### src/rtl/ifu_if.sv
`default_nettype none
// ============================================================================
// ifu_if : instruction-memory fetch handshake (req/addr out, ack/rdata back)
// Rev 1.0
// ============================================================================
interface ifu_if;
    logic        req;
    logic [31:0] addr;
    logic        ack;
    logic [31:0] rdata;

    modport master (output req, output addr, input ack, input rdata);
    modport slave  (input req, input addr, output ack, output rdata);
endinterface
`default_nettype wire

### src/rtl/ifu.sv
`default_nettype none
// ============================================================================
// ifu : PC, instruction register, imem fetch and next-PC selection
// Rev 1.0
// ============================================================================
module ifu #(
    parameter logic [31:0] RESET_PC = 32'h0000_3000
) (
    input  wire logic        clk,
    input  wire logic        rst_n,
    ifu_if.master            imem,
    output logic             ir_valid,
    output logic [31:0]      ir,
    output logic [31:0]      pc,
    output logic [31:0]      pc_plus4,
    output logic [15:0]      imm16,
    input  wire logic [31:0] ext_imm,
    input  wire logic [1:0]  npc_sel,
    input  wire logic        br_taken,
    input  wire logic [31:0] jr_target,
    input  wire logic        advance,
    input  wire logic        stall,
    output logic             fault,
    output logic [31:0]      fault_addr
);

    localparam logic [1:0] S_IDLE  = 2'd0;
    localparam logic [1:0] S_FETCH = 2'd1;
    localparam logic [1:0] S_VALID = 2'd2;
    localparam logic [1:0] S_FAULT = 2'd3;

    localparam logic [1:0] NPC_SEQ = 2'b00;
    localparam logic [1:0] NPC_BR  = 2'b01;
    localparam logic [1:0] NPC_J   = 2'b10;

    logic [1:0]  r_state;
    logic [1:0]  w_state_nxt;
    logic [31:0] r_fetch_pc;
    logic [31:0] r_ir;
    logic [31:0] r_pc;
    logic        r_fault;
    logic [31:0] r_fault_addr;

    logic [31:0] w_pc_plus4;
    logic [31:0] w_npc;
    logic        w_accept;
    logic        w_misaligned;
    logic        w_capture;

    assign w_pc_plus4   = r_pc + 32'd4;
    assign w_accept     = advance & ~stall;
    assign w_misaligned = (w_npc[1:0] != 2'b00);
    assign w_capture    = (r_state == S_FETCH) & imem.ack;

    // All sources wrap modulo 2^32; the alignment check is applied to every source.
    always_comb begin
        w_npc = w_pc_plus4;
        case (npc_sel)
            NPC_SEQ: w_npc = w_pc_plus4;
            NPC_BR:  w_npc = br_taken ? (w_pc_plus4 + (ext_imm << 2)) : w_pc_plus4;
            NPC_J:   w_npc = {w_pc_plus4[31:28], r_ir[25:0], 2'b00};
            default: w_npc = jr_target;
        endcase
    end

    always_ff @(posedge clk or negedge rst_n) begin
        if (!rst_n) begin
            r_state <= S_IDLE;
        end else begin
            r_state <= w_state_nxt;
        end
    end

    always_comb begin
        w_state_nxt = r_state;
        case (r_state)
            S_IDLE:  w_state_nxt = S_FETCH;
            S_FETCH: if (imem.ack) w_state_nxt = S_VALID;
            S_VALID: if (w_accept) w_state_nxt = w_misaligned ? S_FAULT : S_FETCH;
            default: w_state_nxt = S_FAULT;
        endcase
    end

    always_comb begin
        imem.req = (r_state == S_FETCH);
        ir_valid = (r_state == S_VALID);
    end

    always_ff @(posedge clk or negedge rst_n) begin
        if (!rst_n) begin
            r_fetch_pc   <= RESET_PC;
            r_ir         <= 32'd0;
            r_pc         <= RESET_PC;
            r_fault      <= 1'b0;
            r_fault_addr <= 32'd0;
        end else begin
            if (w_capture) begin
                r_ir <= imem.rdata;
                r_pc <= r_fetch_pc;
            end
            if ((r_state == S_VALID) && w_accept) begin
                if (w_misaligned) begin
                    r_fault      <= 1'b1;
                    r_fault_addr <= w_npc;
                end else begin
                    r_fetch_pc   <= w_npc;
                end
            end
        end
    end

    assign imem.addr  = r_fetch_pc;
    assign ir         = r_ir;
    assign pc         = r_pc;
    assign pc_plus4   = w_pc_plus4;
    assign imm16      = r_ir[15:0];
    assign fault      = r_fault;
    assign fault_addr = r_fault_addr;

endmodule
`default_nettype wire

### src/flat_wrapper.sv
// flat-port wrapper written by rule: the top's interface ports become plain ports
module ifu_flat 
#(
    parameter logic [31:0] RESET_PC = 32'h0000_3000
)
  (clk, rst_n, ir_valid, ir, pc, pc_plus4, imm16, ext_imm, npc_sel, br_taken, jr_target, advance, stall, fault, fault_addr, imem_req, imem_addr, imem_ack, imem_rdata);
  ifu_if imem_i ();
  input  wire logic clk;
  input  wire logic rst_n;
  output logic ir_valid;
  output logic [31:0] ir;
  output logic [31:0] pc;
  output logic [31:0] pc_plus4;
  output logic [15:0] imm16;
  input  wire logic [31:0] ext_imm;
  input  wire logic [1:0] npc_sel;
  input  wire logic br_taken;
  input  wire logic [31:0] jr_target;
  input  wire logic advance;
  input  wire logic stall;
  output logic fault;
  output logic [31:0] fault_addr;
  output wire logic [$bits(imem_i.req)-1:0] imem_req;
  output wire logic [$bits(imem_i.addr)-1:0] imem_addr;
  input wire logic [$bits(imem_i.ack)-1:0] imem_ack;
  input wire logic [$bits(imem_i.rdata)-1:0] imem_rdata;
  assign imem_req = imem_i.req;
  assign imem_addr = imem_i.addr;
  assign imem_i.ack = imem_ack;
  assign imem_i.rdata = imem_rdata;
  ifu #(.RESET_PC(RESET_PC)) u_core (.clk(clk), .rst_n(rst_n), .imem(imem_i), .ir_valid(ir_valid), .ir(ir), .pc(pc), .pc_plus4(pc_plus4), .imm16(imm16), .ext_imm(ext_imm), .npc_sel(npc_sel), .br_taken(br_taken), .jr_target(jr_target), .advance(advance), .stall(stall), .fault(fault), .fault_addr(fault_addr));
endmodule
### config.mk
export PLATFORM = sky130hd
export DESIGN_NAME = ifu_flat
export DESIGN_NICKNAME = d
export VERILOG_FILES = /design/src/rtl/ifu_if.sv /design/src/rtl/ifu.sv /design/src/flat_wrapper.sv
export SDC_FILE = /design/constraint.sdc
export NUM_CORES = 1
export LEC_CHECK = 0
export CORE_AREA = 2 2 121 146
export CTS_BUF_LIST = sky130_fd_sc_hd__clkbuf_16
export DETAILED_ROUTE_END_ITERATION = 16
export DIE_AREA = 0 0 123 148
export GPL_TIMING_DRIVEN = 0
export HOLD_SLACK_MARGIN = 0.12
export PLACE_DENSITY = 0.95
export SYNTH_ARGS = -nofsm -noshare
export SYNTH_HDL_FRONTEND = slang
export SYNTH_SLANG_ARGS = --single-unit
### constraint.sdc
create_clock -name clk -period 6 [get_ports clk]
set_input_delay 1.2 -clock clk [delete_from_list [all_inputs] [get_ports clk]]
set_output_delay 1.2 -clock clk [all_outputs]
set_load 0.02 [all_outputs]
# Word-level counts from Yosys, hierarchy flattened
# Cells that the tools add are included.
# W data, S select, Z words.
# op_classes
n_addsub	2
n_eq_ne	6
n_mux	6
bitwise	4
reduce_logical	7
# ops
operator	count
$pmux W32 S3	1
$add A32 B3 Y32 const B	1
$add A32 B32 Y32	1
$mux W32	1
$mux W2	3
$pmux W2 S3	1
$reduce_and A2 Y1	3
$eq A2 B1 Y1 const B	2
$eq A2 B2 Y1 const B	2
$logic_not A2 Y1	2
$ne A2 B1 Y1 const B	2
$and A1 B1 Y1	2
$not A1 Y1	2
$reduce_bool A2 Y1	1
$logic_and A1 B1 Y1	1
# totals
regBits	131
in_bits	104
out_inout_bits	179
wordCells	31

# Logic depth before layout (Yosys ltp)
# Gate-level depths: netlist of the first run.
# logic_depth
word_depth	8
depth_mapped	16
mapped_depth_nobuf	16

# Least setup slack after synthesis of the first run
# No wires, ideal clock.
# synth_path
kind	register to register
startpoint	reg u_core.r_pc[12] (netlist: u_core.pc[12])
endpoint	reg u_core.r_fault_addr[31] (netlist: u_core.fault_addr[31])
t_arrival_ps	4069
slack_ps	1843
path_stages_with_launch	17
synth_period_minus_slack_ps	4157
cell_sequence	dfstp_2 and4_4 and3_2 nand3_1 nor2_2 nand2_1 xnor2_1 ha_1 a21o_1 a21o_1 a21oi_1 a21oi_1 a21oi_1 a21bo_2 nand2b_1 mux2_2 a41oi_1
# synth_between
elab_chain_cells	4
# synth_lines
element	line_no	text
from (decl)	ifu.sv:40	logic [31:0] r_pc;
from (signal assigned)	ifu.sv:99	r_pc <= r_fetch_pc;
$add A32 B3 Y32	ifu.sv:50	assign w_pc_plus4 = r_pc + 32'd4;
named net pc_plus4[22]	flat_wrapper.sv:13	output logic [31:0] pc_plus4;
$add A32 B32 Y32	ifu.sv:60	NPC_BR: w_npc = br_taken ? (w_pc_plus4 + (ext_imm << 2)) : w_pc_plus4;
$mux W32	ifu.sv:60	
$pmux W32 S3	ifu.sv:58	case (npc_sel)
to (signal assigned)	ifu.sv:104	r_fault_addr <= w_npc;
to (decl)	ifu.sv:42	logic [31:0] r_fault_addr;
# The timed path passes the listed nets, and every way through them passes these cells.
# A chain may end at the register's enable or synchronous reset.

# Final worst setup path of the first run
# layout_path
startpoint	reg u_core.r_pc[2] (netlist: u_core.pc[2])
endpoint	reg u_core.r_fetch_pc[31] (netlist: u_core.imem.addr[31])
# layout_between
elab_chain_cells	4
# layout_lines
element	line_no	text
$add A32 B3 Y32 (*)	ifu.sv:50	
$add A32 B32 Y32	ifu.sv:60	
$mux W32	ifu.sv:60	
$pmux W32 S3 (*)	ifu.sv:58	
to (signal assigned)	ifu.sv:106	r_fetch_pc <= w_npc;
to (decl)	ifu.sv:38	logic [31:0] r_fetch_pc;
# Every way passes the cells marked *; elsewhere a longest branch is shown, timed or not.

==> results of run 1 <==
logic make-up (layout without fill, tap and decap cells):
kind of cell	after synthesis	in the layout	share of synthesized area (%)
compound gates	229	229	17.4
simple gates	259	259	15.3
xor+xnor	46	46	5.11
mux	95	95	12.7
buf+inv	74	386	4.18
fa+ha+maj	36	36	5.55
flops	131	131	39.8
where the power goes:
part / leakage [nW] / total, mW / internal, mW / switching, mW
logic: 3.20 / 3.50 / 1.65 / 1.85
clock network: 0.289 / 1.07 / 0.648 / 0.417
registers: 1.68 / 1.69 / 1.26 / 0.421
total: 5.17 / 6.26 / 3.57 / 2.69
metal layers:
metal | up-vias | part of all wire, % | GRT usage (%)
li1 | 3722 | - | -
met4 | 0 | 4.9 | 17.7
met1 | 4080 | 36 | 41.1
met3 | 112 | 9.7 | 8.91
met5 | - | 0 | 0
met2 | 506 | 50 | 59.5
critical path, stage by stage, from the launching register on:
cell and delay [ps]:
sky130_fd_sc_hd__dfrtp_1 510, sky130_fd_sc_hd__ha_1 280, sky130_fd_sc_hd__nand4_1 350, sky130_fd_sc_hd__nor2_2 600
sky130_fd_sc_hd__nand2_1 140, sky130_fd_sc_hd__xnor2_1 340, sky130_fd_sc_hd__ha_1 400, sky130_fd_sc_hd__a21o_1 210
sky130_fd_sc_hd__a21o_1 180, sky130_fd_sc_hd__a21oi_1 340, sky130_fd_sc_hd__a21oi_1 150, sky130_fd_sc_hd__a21oi_1 160
sky130_fd_sc_hd__a21bo_2 270, sky130_fd_sc_hd__nand2b_1 130, sky130_fd_sc_hd__mux2_2 360, sky130_fd_sc_hd__a41oi_1 230
Yosys cell counts (all sizes together) (13+ instances only):
cell type	instances	area, um^2
a21o	18	135
a21oi	54	270
nand2	102	383
ha	35	438
o21ai	82	410
dfrtp	127	3180
mux2i	18	180
buf	23	154
xnor2	33	308
inv	15	56.3
nand4	15	93.8
nand3	19	125
nor2	69	264
xor2	13	114
mux2	77	867
clkbuf	36	135
worst max path at each step:
stage / from / to / slack (ps)
2_1_floorplan: u_core.pc[12] / u_core.fault_addr[31] / 1840
3_5_place_dp: u_core.pc[2] / u_core.imem.addr[31] / 1510
3_3_place_gp: rst_n / u_core.fault_addr[20] / -1410
6_report: u_core.pc[2] / u_core.imem.addr[31] / 1250
4_1_cts: u_core.pc[2] / pc_plus4[28] / 1410
5_1_grt: u_core.pc[2] / u_core.imem.addr[31] / 1170
flip-flops by register name (all words and copies together), names as in the netlist:
| register | count |
|---|---|
| u_core.r_state | 2 |
| u_core.imem.addr | 32 |
| u_core.pc | 32 |
| u_core.ir | 32 |
| u_core.fault_addr | 32 |
| u_core.fault | 1 |
stage by stage:
stage               power, mW  TNS, ps  std cells
CTS                      6.22        0       1398
finish                   6.26        0       1398
detailed placement       5.13        0       1366
global placement         5.04  -177340       1365
global route             6.55        0       1398
floorplan                3.53        0        870
area by class of cell:
class,instances,area [um^2],share of cell area [%]
multi-input combinational,665,4620,38.7
tap,216,270,2.26
timing repair buffer,280,2820,23.6
inverter,15,56.3,0.472
clock inverter,15,169,1.41
sequential,131,3280,27.5
clock buffer,17,425,3.56
buffer,59,289,2.42
==> results by group, run 1 <==
Outcome
  • Status: finished clean

Die
  • Number of placement rows: 52
  • Core Region: 0.0168 mm^2
  • Die area: 0.0182 mm^2
  • Die height: 148 um
  • Starting density of the core: 49.2%
  • Io pins: 283
  • Die width: about 120 um

Critical path
  • Flop2flop setup slack: 1250 ps
  • Reg-to-reg startpoint: u_core.pc[2]
  • Kind of capture point of the worst setup path: flip-flop
  • Worst EP required: 6340 ps
  • Worst-path maximum fanout: 8
  • Startpoint kind of the worst setup timing path: flip-flop
  • Depth of the worst register-to-register path: 15
  • Worst setup path category: reg -> reg
  • Reg-to-reg critical path endpoint: u_core.imem.addr[31]
  • Signal arrival time at the worst endpoint: 5090 ps

Power
  • Power density normalized to cell area: 524 mW/mm^2
  • Pleak: 5.17 nW
  • Worst supply voltage drop on vdd: 0.327 mV

Cells and area
  • Number of nets in the layout: about 1300
  • Commonest non-fill, non-tap cell in the layout: sky130_fd_sc_hd__clkdlybuf4s50_1
  • Number of diodes: 0
  • Layout fillers: 1264
  • Finished Cell Area: 0.0119 mm^2
  • Proportion of layout cells with a drive suffix above 1: roughly an eighth
  • Area Overhead vs Synth: 44.7%
  • Commonest cells after routing, fill and taps aside: sky130_fd_sc_hd__clkdlybuf4s50_1, sky130_fd_sc_hd__dfrtp_1, sky130_fd_sc_hd__nand2_1
  • Fraction of the core area covered by cells at the end of the flow: 71.1%

Clock network
  • CTS Hold Buffers Added: 0
  • Cts bufs inserted: 17
  • Worst skew pair latency: 440 ps
  • CTS tree: built
  • Longest Clk Path Bufs: 2
  • Post-CTS clock slew at the launch and capture registers of the worst setup and hold paths: approximately 70 ps
  • Post-CTS repair timing setup buffer count: 0
  • Cell at the root of the clock tree: sky130_fd_sc_hd__clkbuf_16
  • Post-cts repair resize count: 0
  • Htree depth: 4
  • Sink count of the clock tree: around 130

Yosys
  • Distinct cell type count after synthesis: 69
  • Most used DFF post-synth: sky130_fd_sc_hd__dfrtp_1
  • Avg Cell Area, Syn: 9.48 um^2
  • Async set-or-reset flop fraction in the synthesized netlist: 100%
  • Number of flip-flops and latches in the synthesized netlist: roughly 130
  • Sequential element share of the synthesized area: 39.8%
  • Number of instances in the synthesized netlist: 870
  • Post-synth EDFFs: 0
  • Mapped cell area: between 0.008 and 0.009 mm^2
  • Nets in the synthesized netlist: 1010
  • Number of warning messages in the yosys log: 0

Detailed routing
  • Average wire per cell in the routed design: 22.8 um
  • Initial detailed-routing violation count: 718
  • Detailed Route WL: 31900 um
  • Total iterations of the first detailed-routing run: 5
  • DR vias: around 8400
  • Antenna viol nets, final: 0
  • Average via count per standard cell: 6.02
  • DR DRC count: 0

Hold path
  • Hold path depth: 2
  • Hold Path End: u_core.fault_addr[3]
  • Hold/Removal Path Class: reg -> reg
  • Hold Path Origin: u_core.fault_addr[3]

Placed design
  • Half-perimeter wire length after placement: around 24000 um
  • Port buffer count: between 200 and 300
  • Area after detailed placement: 0.0113 mm^2
  • Global placement routability congestion: 1.01
  • Worst slack after detailed placement: 1510 ps

GRT
  • Number of global-route vias before repair: 8535
  • Maximum number of pins on one net before global-route repair: 91
  • Residual overflow from global routing: 0
  • Antenna violations before repair: 0
  • Wire length of the first global-routing pass: 48000 um
  • Overall track demand over capacity in global routing: between 30% and 40%

Timing
  • Transition time at the pin with the least slew margin: 922 ps
  • Final critical-path share of the clock period: 79.1%
  • Setup repair after global routing missed its margin: no
  • Peak clock frequency supported by timing: between 200 and 250 MHz
  • Fin. Hold Viols: 0
  • Final-report max-slew violation count: 0
  • Final Worst Setup Slack: 1250 ps
  • Worst hold margin: slightly below 500 ps
  • Worst clock skew: 12.1 ps
  • Max-Slew Margin vs Limit: 38.5%
  • Minimum clock period after layout: 4750 ps
  • Final number of setup-violating endpoints: 0

Flow run
  • Number of max-cap violations: 0
Note: power is estimated with default switching activity, not from simulation.
==> run 2, diff against run 1 <==
--- a/config.mk
+++ b/config.mk
@@ -5,13 +5,13 @@
 export SDC_FILE = /design/constraint.sdc
 export NUM_CORES = 1
 export LEC_CHECK = 0
-export CORE_AREA = 2 2 121 146
+export CORE_AREA = 2 2 131 159
 export CTS_BUF_LIST = sky130_fd_sc_hd__clkbuf_16
 export DETAILED_ROUTE_END_ITERATION = 16
-export DIE_AREA = 0 0 123 148
+export DIE_AREA = 0 0 133 161
 export GPL_TIMING_DRIVEN = 0
 export HOLD_SLACK_MARGIN = 0.12
-export PLACE_DENSITY = 0.95
+export PLACE_DENSITY = 0.86
 export SYNTH_ARGS = -nofsm -noshare
 export SYNTH_HDL_FRONTEND = slang
 export SYNTH_SLANG_ARGS = --single-unit
==> constraint.sdc (replaced) <==
create_clock -name clk -period 4.2 [get_ports clk]
set_input_delay 0.84 -clock clk [delete_from_list [all_inputs] [get_ports clk]]
set_output_delay 0.84 -clock clk [all_outputs]
set_load 0.02 [all_outputs]
==> run 2 against run 1 <==
Against the previous run: final cell count rose by 4.5%; global-route usage fell by 5.2 points; first-iteration DRC count fell by 18%; sequential share of layout area fell by 0.79 points; die area rose by 18%; critical endpoint is now u_core.fault_addr[30]; utilization fell by 9.2 points; clock skew rose by 1.4 ps; cell area rose by 3.2%; register-to-register slack got worse by 1200 ps; fmax rose by 16%.
==> results by group, run 2 (synthesis results as in run 1) <==
Clock network
  • CTS tree: built
  • CTS Hold Buffers Added: 0
  • Post-CTS clock slew at the launch and capture registers of the worst setup and hold paths: 60 ps
  • Worst skew pair latency: approximately 430 ps
  • Cts bufs inserted: 17
  • Htree depth: 4
  • Sink count of the clock tree: about 130
  • Longest Clk Path Bufs: 2
  • Cell at the root of the clock tree: sky130_fd_sc_hd__clkbuf_16

GRT
  • Maximum number of pins on one net before global-route repair: 104
  • Antenna violations before repair: 0
  • Wire length of the first global-routing pass: 48500 um
  • Residual overflow from global routing: 0
  • Overall track demand over capacity in global routing: 30.0%
  • Number of global-route vias before repair: slightly above 8000

Timing
  • Final-report max-slew violation count: 0
  • Minimum clock period after layout: 4100 ps
  • Setup TNS Final: 0 ps
  • Fin. Hold Viols: 0
  • Setup repair after global routing missed its margin: no
  • Transition time at the pin with the least slew margin: 891 ps
  • Max-Slew Margin vs Limit: 40.6%
  • Final number of setup-violating endpoints: 0
  • Final critical-path share of the clock period: 97.5%
  • Peak clock frequency supported by timing: 244 MHz
  • Worst clock skew: about 13 ps

Flow run
  • Number of max-cap violations: 0

Cells and area
  • Number of nets in the layout: about 1300
  • Commonest non-fill, non-tap cell in the layout: sky130_fd_sc_hd__clkdlybuf4s50_1
  • Proportion of layout cells with a drive suffix above 1: approximately 17%
  • Layout fillers: 1630
  • Final instance count without filler cells: around 1500
  • Commonest cells after routing, fill and taps aside: sky130_fd_sc_hd__clkdlybuf4s50_1, sky130_fd_sc_hd__dfrtp_1, sky130_fd_sc_hd__nand2_1
  • Area Overhead vs Synth: 49.2%
  • Number of diodes: 0

Placed design
  • Total placed cells including tap cells: 1415
  • Port buffer count: 279
  • Half-perimeter wire length after placement: 25300 um
  • Global placement routability congestion: 0.960

Critical path
  • Worst EP required: approximately 4500 ps
  • Kind of capture point of the worst setup path: flip-flop
  • Worst-path maximum fanout: 6
  • Flop2flop setup slack: 100 ps
  • Signal arrival time at the worst endpoint: ~4400 ps
  • Worst setup path category: reg -> reg
  • Reg-to-reg startpoint: u_core.pc[13]
  • Startpoint kind of the worst setup timing path: flip-flop
  • CP startpoint: u_core.pc[13]

Power
  • Total power: approximately 9.1 mW
  • Worst supply voltage drop on vdd: 0.467 mV
  • Power density normalized to cell area: about 740 mW/mm^2
  • Pleak: 5.33 nW

Detailed routing
  • DR DRC count: 0
  • Average via count per standard cell: between 5 and 6
  • Average wire per cell in the routed design: 22.4 um
  • DR vias: between 8000 and 9000
  • Detailed Route WL: 32700 um
  • Antenna viol nets, final: 0
  • Initial detailed-routing violation count: 592
  • Total iterations of the first detailed-routing run: 5

Die
  • Io pins: 283
  • Number of placement rows: 57
  • Starting density of the core: 41.5%
  • Core Region: 0.0199 mm^2
  • Die height: 161 um
  • Die area: 0.0214 mm^2
  • Die width: 133 um

Hold path
  • Hold/Removal Path Class: in -> async

Outcome
  • Status: finished clean
run 2: cell types whose count changed in the layout (fill, tap and decap cells not counted), moves of 3 or more:
cell                       delta
sky130_fd_sc_hd__ha_4         +3
sky130_fd_sc_hd__xnor2_1     -11
sky130_fd_sc_hd__ha_1         -3
sky130_fd_sc_hd__dfrtp_2      +5
sky130_fd_sc_hd__xnor2_2     +10
sky130_fd_sc_hd__o21ai_1      +3
sky130_fd_sc_hd__xor2_1       -3
sky130_fd_sc_hd__inv_6        +3
sky130_fd_sc_hd__buf_4       +16
sky130_fd_sc_hd__dfrtp_1      -5
sky130_fd_sc_hd__a21oi_1      -4
sky130_fd_sc_hd__clkinv_4     -3
sky130_fd_sc_hd__o21ai_0      -3
sky130_fd_sc_hd__clkinv_2     +3
run 2: timing repair:
action / CTS / global route
pin swaps: 2 / 8
cloned: 0 / 0
endpoints found under the hold margin: 0 / 0
setup endpoints to repair: 13 / 27
setup buffers: 4 / 12
resized for setup: 13 / 32
run 2: layout make-up:
cell class,instances,area (um^2),area share [%]
multi-input cells,665,4870,39.5
repair buffers,296,2940,23.9
inverters,15,56.3,0.457
clock buffers,17,425,3.45
flip-flops and latches,131,3290,26.7
plain buffers,59,289,2.35
well taps,265,332,2.69
clock inverters,13,113,0.914
run 2: power by group:
part	total, mW	switching (mW)	internal (mW)
clock	1.41	0.607	0.807
sequential	2.45	0.643	1.81
combinational	5.27	2.78	2.49
total	9.14	4.03	5.11
run 2: per-layer routing:
metal	track usage, %	vias to the layer above	part of all wire [%]
met5	0	-	0
met4	15.5	0	5.4
met3	6.84	105	8.2
met2	52.4	448	49
met1	34.3	4046	37
li1	-	3749	-
run 2: final timing paths:
path                                         end  cells past startpoint
setup / recovery           u_core.fault_addr[30]                     17
hold / removal             u_core.fault_addr[30]                      1
setup reg to reg           u_core.fault_addr[30]                     17
hold reg to reg             u_core.fault_addr[2]                      2
max in group asynchronous           u_core.pc[4]                      2
min in group clk            u_core.fault_addr[2]                      2
run 2: through the flow:
step	worst slack, ps	util, %	instance area (um^2)	hold WS (ps)
floorplan	42.7	-	8250	490
global placement	-2860	57.2	11400	453
detailed placement	-361	57.3	11400	458
CTS	7.98	60.5	12000	294
global route	8.89	61.9	12300	300
finish	104	61.9	12300	290
run 2: worst max-delay path, stage by stage, from the launching register on:
cell and delay (ps):
sky130_fd_sc_hd__dfstp_2 560, sky130_fd_sc_hd__and4_4 260, sky130_fd_sc_hd__and3_2 190, sky130_fd_sc_hd__nand3_1 160, sky130_fd_sc_hd__nor2_4 240, sky130_fd_sc_hd__buf_4 140, sky130_fd_sc_hd__nand2_1 50, sky130_fd_sc_hd__xnor2_1 230
sky130_fd_sc_hd__ha_1 320, sky130_fd_sc_hd__a21o_1 250, sky130_fd_sc_hd__a21oi_4 220, sky130_fd_sc_hd__inv_1 60, sky130_fd_sc_hd__a21oi_1 230, sky130_fd_sc_hd__mux2i_1 140, sky130_fd_sc_hd__a22o_1 220, sky130_fd_sc_hd__a22oi_1 150
sky130_fd_sc_hd__o211ai_1 230, sky130_fd_sc_hd__mux2_2 330
